[config.mk]
export PLATFORM = sky130hd
export DESIGN_NAME = ordered_dynamic_alu
export DESIGN_NICKNAME = d
export VERILOG_FILES = /design/src/rtl/ordered_dynamic_alu.sv
export SDC_FILE = /design/constraint.sdc
export NUM_CORES = 2
export LEC_CHECK = 0
export CORE_AREA = 4 4 480 245
export CTS_CLUSTER_SIZE = 8
export DETAILED_ROUTE_END_ITERATION = 12
export DIE_AREA = 0 0 484 249
export PLACE_DENSITY = 0.69
export SETUP_SLACK_MARGIN = 0.4
export SLEW_MARGIN = 20
export SYNTH_ARGS = -nofsm -noshare
export SYNTH_HDL_FRONTEND = slang
export SYNTH_SLANG_ARGS = --single-unit
export TNS_END_PERCENT = 30
[constraint.sdc]
create_clock -name clk -period 7.8 [get_ports clk]
set_input_delay 1.56 -clock clk [delete_from_list [all_inputs] [get_ports clk]]
set_output_delay 1.56 -clock clk [all_outputs]
set_load 0.005 [all_outputs]
[src/rtl/ordered_dynamic_alu.sv]
// ordered_dynamic_alu
//   Latency-insensitive add/sub/mul ALU with ready-valid handshakes on both
//   sides. Ops enter fixed-latency, non-stalling pipes, and results land in a
//   reorder buffer. They leave strictly in acceptance order.
// Ports:
//   clk, reset (async, active-low)
//   operand_a/operand_b/operation/valid_in -> ready_out : issue side
//   result/op_out/overflow/illegal/valid_out <- ready_in : consume side
//   in_flight : accepted-but-not-drained op count
module ordered_dynamic_alu #(
  parameter int unsigned WIDTH      = 32,
  parameter int unsigned ADD_STAGES = 2,
  parameter int unsigned MUL_STAGES = 3,
  parameter int unsigned ROB_DEPTH  = 8
) (
  input  logic                         clk,
  input  logic                         reset,
  input  logic [WIDTH-1:0]             operand_a,
  input  logic [WIDTH-1:0]             operand_b,
  input  logic [1:0]                   operation,
  input  logic                         valid_in,
  output logic                         ready_out,
  output logic [WIDTH-1:0]             result,
  output logic [1:0]                   op_out,
  output logic                         overflow,
  output logic                         illegal,
  output logic                         valid_out,
  input  logic                         ready_in,
  output logic [$clog2(ROB_DEPTH):0]   in_flight
);

  localparam int unsigned TW = $clog2(ROB_DEPTH);

  typedef enum logic [1:0] {
    OP_ADD = 2'b00,
    OP_SUB = 2'b01,
    OP_MUL = 2'b10,
    OP_RSV = 2'b11
  } op_e;

  typedef struct packed {
    logic            v;
    logic [TW-1:0]   tag;
    logic [1:0]      op;
    logic [WIDTH-1:0] res;
    logic            ovf;
    logic            ill;
  } pipe_t;

  pipe_t add_pipe [ADD_STAGES];
  pipe_t mul_pipe [MUL_STAGES];
  pipe_t add_entry, mul_entry, add_done, mul_done;

  logic [WIDTH-1:0]   rob_res [ROB_DEPTH];
  logic [1:0]         rob_op  [ROB_DEPTH];
  logic [ROB_DEPTH-1:0] rob_ovf, rob_ill, done;

  logic [TW-1:0]      head, tail;
  logic               active;
  logic               accept, drain;
  logic [WIDTH-1:0]   sum, diff;
  logic [2*WIDTH-1:0] prod;

  assign add_done = add_pipe[ADD_STAGES-1];
  assign mul_done = mul_pipe[MUL_STAGES-1];

  // Results are computed at issue; the pipes only delay them to model latency.
  always_comb begin
    add_entry = '0;
    mul_entry = '0;
    sum  = operand_a + operand_b;
    diff = operand_a - operand_b;
    prod = {{WIDTH{1'b0}}, operand_a} * {{WIDTH{1'b0}}, operand_b};
    accept = valid_in & ready_out;
    drain  = valid_out & ready_in;

    add_entry.v   = accept && (op_e'(operation) != OP_MUL);
    add_entry.tag = tail;
    add_entry.op  = operation;
    case (op_e'(operation))
      OP_ADD: begin
        add_entry.res = sum;
        add_entry.ovf = (operand_a[WIDTH-1] == operand_b[WIDTH-1]) &&
                        (sum[WIDTH-1] != operand_a[WIDTH-1]);
      end
      OP_SUB: begin
        add_entry.res = diff;
        add_entry.ovf = (operand_a[WIDTH-1] != operand_b[WIDTH-1]) &&
                        (diff[WIDTH-1] != operand_a[WIDTH-1]);
      end
      OP_RSV:  add_entry.ill = 1'b1;
      default: ;
    endcase

    mul_entry.v   = accept && (op_e'(operation) == OP_MUL);
    mul_entry.tag = tail;
    mul_entry.op  = operation;
    mul_entry.res = prod[WIDTH-1:0];
    mul_entry.ovf = |prod[2*WIDTH-1:WIDTH];
  end

  always_ff @(posedge clk or negedge reset) begin
    if (!reset) begin
      active    <= 1'b0;
      head      <= '0;
      tail      <= '0;
      in_flight <= '0;
      done      <= '0;
      for (int unsigned i = 0; i < ADD_STAGES; i++) add_pipe[i] <= '0;
      for (int unsigned i = 0; i < MUL_STAGES; i++) mul_pipe[i] <= '0;
    end else begin
      active      <= 1'b1;
      add_pipe[0] <= add_entry;
      mul_pipe[0] <= mul_entry;
      for (int unsigned i = 1; i < ADD_STAGES; i++) add_pipe[i] <= add_pipe[i-1];
      for (int unsigned i = 1; i < MUL_STAGES; i++) mul_pipe[i] <= mul_pipe[i-1];

      if (accept) tail <= tail + TW'(1);
      if (drain)  head <= head + TW'(1);

      case ({accept, drain})
        2'b10:   in_flight <= in_flight + (TW+1)'(1);
        2'b01:   in_flight <= in_flight - (TW+1)'(1);
        default: ;
      endcase

      // Completing tags are always in flight and never equal head while head
      // is being drained, so these bit updates never collide.
      if (add_done.v) done[add_done.tag] <= 1'b1;
      if (mul_done.v) done[mul_done.tag] <= 1'b1;
      if (drain)      done[head]         <= 1'b0;
    end
  end

  // Payload storage needs no reset: it is only visible when done[head] is set.
  always_ff @(posedge clk) begin
    if (add_done.v) begin
      rob_res[add_done.tag] <= add_done.res;
      rob_op[add_done.tag]  <= add_done.op;
      rob_ovf[add_done.tag] <= add_done.ovf;
      rob_ill[add_done.tag] <= add_done.ill;
    end
    if (mul_done.v) begin
      rob_res[mul_done.tag] <= mul_done.res;
      rob_op[mul_done.tag]  <= mul_done.op;
      rob_ovf[mul_done.tag] <= mul_done.ovf;
      rob_ill[mul_done.tag] <= mul_done.ill;
    end
  end

  always_comb begin
    valid_out = done[head];
    result    = valid_out ? rob_res[head] : '0;
    op_out    = valid_out ? rob_op[head]  : '0;
    overflow  = valid_out & rob_ovf[head];
    illegal   = valid_out & rob_ill[head];
    ready_out = active && (in_flight < (TW+1)'(ROB_DEPTH));
  end

endmodule
==> load_flow_metrics.sql <==
INSERT INTO impl_metrics (metric_group, metric, value, unit) VALUES
('status', 'status', 'finished with violations', ''),
('status', 'violations', 'negative setup slack', ''),
('critical_path', 'worstSetupStartpointType', 'input port', ''),
('critical_path', 'crit_path_class', 'input port to flop', ''),
('critical_path', 'reg_to_reg_end', 'in_flight[3]', ''),
('yosys', 'synthesis.instances', '5563', ''),
('detailed_routing', 'iteration_count_of_the_initial_detailed_routing_pass', '7', ''),
('timing', 'setup_violations', '3', ''),
('yosys', 'synth_async_sr_flop_share', '0.417', ''),
('detailed_routing', 'finalWirelength', '189000', 'um'),
('timing', 'postLayoutSetupSlackWorst', '-1130', 'ps'),
('timing', 'rsz0062_at_grt', 'yes', ''),
('yosys', 'synth.cells.most_frequent', 'sky130_fd_sc_hd__nand2_1 (1084), sky130_fd_sc_hd__fa_1 (898), sky130_fd_sc_hd__inv_1 (799)', ''),
('cts', 'clk_lat_worst_skew', '590', 'ps'),
('detailed_routing', 'dr.first_iter.drc_count', '4717', ''),
('floorplanning', 'initial_core_utilization', '0.494', ''),
('cts', 'cts_max_path_buffers', '3', ''),
('cts', 'cts-buffers-inserted', '71', ''),
('cts', 'postCtsHoldBufs', '0', ''),
('detailed_routing', 'count_of_antenna_violating_nets_left_after_detailed_routing', '0', ''),
('global_routing', 'grt_max_degree', '82', ''),
('critical_path', 'timing.critical_path.required', '8240', 'ps'),
('cts', 'clk_pin_slew_worst_paths', '50', 'ps'),
('detailed_routing', 'remaining_drc_errors', '0', ''),
('timing', 'slew_headroom', '0.264', ''),
('floorplanning', 'die-area', '121000', 'um^2'),
('critical_path', 'rr_startpoint', 'head[1]', ''),
('global_routing', 'first_global_vias', '45200', ''),
('timing', 'finalHoldViolCount', '0', ''),
('critical_path', 'rrSetupSlack', '3580', 'ps'),
('yosys', 'synth.largest_area_cell', 'sky130_fd_sc_hd__fa_1', ''),
('critical_path', 'reg2regPathDepth', '12', ''),
('yosys', 'synth_top_cells_by_area', 'sky130_fd_sc_hd__fa_1 (32%), sky130_fd_sc_hd__edfxtp_1 (15%), sky130_fd_sc_hd__dfrtp_1 (9.2%)', ''),
('timing', 'hold_ws', '336', 'ps'),
('worst_hold_path', 'timing.hold.worst_endpoint', 'mul_done[7]', ''),
('cells_and_area', 'final_core_utilization', '0.607', ''),
('job', 'max_cap_viols', '0', ''),
('worst_hold_path', 'worst_hold_startpoint', 'mul_pipe[47]', ''),
('yosys', 'count_of_flip_flops_with_a_built_in_enable_after_synthesis', '272', ''),
('cts', 'cts_sinks', '494', ''),
('floorplanning', 'die_h', '249', 'um'),
('detailed_routing', 'detail_route.vias_per_cell', '5.67', ''),
('floorplanning', 'horizontal_die_dimension', '484', 'um'),
('yosys', 'postSynthAreaPerCell', '10.1', 'um^2'),
('worst_hold_path', 'hold_class', 'flop to flop', ''),
('yosys', 'syn-num-nets', '6864', ''),
('cts', 'tritoncts_clock_tree', 'built', ''),
('timing', 'period_needed', '8930', 'ps'),
('placement', 'gp_congestion', '0.982', ''),
('yosys', 'share_of_synthesized_area_occupied_by_flip_flops_and_latches', '0.243', ''),
('cts', 'cts.htree.levels', '3', ''),
('cells_and_area', 'drive_above_1_share', '0.225', ''),
('floorplanning', 'core_area', '114000', 'um^2'),
('yosys', 'mappedNetlistArea', '56200', 'um^2'),
('yosys', 'synth-warning-count', '0', ''),
('global_routing', 'grt.overflow.total', '0', ''),
('placement', 'hpwl', '141000', 'um'),
('timing', 'finalSetupTns', '-1260', 'ps'),
('yosys', 'synth.top_cell.area_share', '0.320', ''),
('cells_and_area', 'syn2layout_area_growth', '22.9', '%'),
('timing', 'tightest_slew', '1100', 'ps'),
('detailed_routing', 'dr_total_vias', '44100', ''),
('yosys', 'postSynth.topFlopCell', 'sky130_fd_sc_hd__edfxtp_1', ''),
('yosys', 'synth.lib_cells_used.distinct', '93', ''),
('timing', 'max_freq', '112', 'MHz'),
('cells_and_area', 'regArea', '13700', 'um^2'),
('worst_hold_path', 'min_delay_path_depth', '0', ''),
('critical_path', 'cp.arrival', '9370', 'ps'),
('yosys', 'synth.most_common_cell', 'sky130_fd_sc_hd__nand2_1', ''),
('floorplanning', 'placement_rows', '88', ''),
('placement', 'port_buffers', '111', '');
[sequential cells by signal (all words and copies together), names as in the netlist, 16 cells and up]
signal    flops
add_done     35
mul_pipe     78
rob_op       16
add_pipe     35
rob_res     256
mul_done     39
[how the worst max path moves through the flow]
stage,start,endpoint,slack [ps],cells after the start
6_report,operand_a[29],mul_pipe[81],-1130,24
3_5_place_dp,operand_a[15],mul_pipe[81],-2310,29
2_1_floorplan,operand_a[12],mul_pipe[81],-790,27
5_1_grt,operand_a[26],mul_pipe[81],-1290,26
3_3_place_gp,operand_a[22],mul_pipe[81],-2180,26
4_1_cts,operand_a[25],mul_pipe[81],-1230,27
[worst max-delay path, cell delays in order]
cell	delay [ps]
sky130_fd_sc_hd__clkdlybuf4s50_1	520
sky130_fd_sc_hd__buf_12	170
sky130_fd_sc_hd__nand2_1	90
sky130_fd_sc_hd__fa_1	570
sky130_fd_sc_hd__fa_1	440
sky130_fd_sc_hd__fa_1	520
sky130_fd_sc_hd__fa_2	600
sky130_fd_sc_hd__fa_1	440
sky130_fd_sc_hd__fa_1	570
sky130_fd_sc_hd__fa_1	460
sky130_fd_sc_hd__fa_1	510
sky130_fd_sc_hd__inv_1	40
sky130_fd_sc_hd__ha_1	290
sky130_fd_sc_hd__buf_6	150
sky130_fd_sc_hd__a21oi_4	190
sky130_fd_sc_hd__o21ai_4	100
sky130_fd_sc_hd__a221oi_4	380
sky130_fd_sc_hd__o221a_4	290
sky130_fd_sc_hd__nand2_1	70
sky130_fd_sc_hd__xor2_1	160
sky130_fd_sc_hd__a2111o_1	380
sky130_fd_sc_hd__or4_4	560
sky130_fd_sc_hd__nor3_4	150
sky130_fd_sc_hd__nand4_1	110
[area by class of cell]
cell class                      instances  area share
Multi-Input combinational cell       3936       0.573
Sequential cell                       494       0.198
Timing Repair Buffer                  891       0.128
Inverter                              805      0.0438
Clock buffer                          121      0.0284
Tap cell                             1530      0.0277
Clock inverter                          7     0.00127
Antenna cell                            2   0.0000724
[stage by stage]
step | worst slack [ps] | area [um^2] | instances
CTS | -1230 | 68000 | 7738
finish | -1130 | 69100 | 7786
floorplan | -788 | 56400 | 5563
global route | -1290 | 69100 | 7786
detailed placement | -2310 | 64100 | 7542
global placement | -2180 | 64100 | 7542
[layer usage]
metal	vias to the layer above	routed length, um	track usage
met2	2756	73400	0.404
met5	-	34	0
li1	18800	-	-
met4	4	3440	0.0528
met3	237	29400	0.119
met1	22300	82400	0.485
[cell usage in the layout (no fill, tap or decap), drive strengths merged, types with 7 or more instances in the layout]
master         synthesis  layout
or3                   11      11
clkbuf               282     148
nand3                 29      29
inv                  799     807
bufbuf                 0       7
and2                 473     473
nor2b                 22      22
and3                  13      13
nand2               1085    1085
mux2                 138     138
a21o                  41      41
a211oi                13      13
nand4b                 7       7
a21oi                172     172
clkdlybuf4s50          0      60
nor3                  43      43
a2111oi               10      10
o211ai                13      13
dfxtp                 16      16
mux4                  74      74
dfrtp                206     206
nor2                 148     148
o21bai                21      21
o21ai                 93      93
buf                   46     779
or2                   11      11
edfxtp               272     272
fa                   898     898
nand2b                12      12
o21a                  23      23
mux2i                 28      28
ha                   333     333
dlymetal6s2s           0       7
xnor2                 49      49
a31oi                 22      22
xor2                  28      28
nand4                 26      26
[logic make-up (layout without fill, tap and decap cells)]
group,Yosys count,in the layout,share of synthesized area
AOI/OAI and AO/OA,475,475,0.0546
xor gates and xnor gates,77,77,0.0120
adders and majority gates,1231,1231,0.394
buffers and inverters,1133,1824,0.0767
DFF,494,494,0.243
muxes,240,240,0.0623
other,1,3,0.0000667
and+or+nand+nor,1912,1912,0.158
[timing repair]
item,CTS,global route
gates resized for setup,311,212
endpoints found under the setup margin,22,19
cloned,10,12
pin swaps,141,156
buffers inserted,58,34
Power is left out: the tool's default activity adds up to more than one toggle a clock period on the data nets, which glitch-free logic cannot reach.
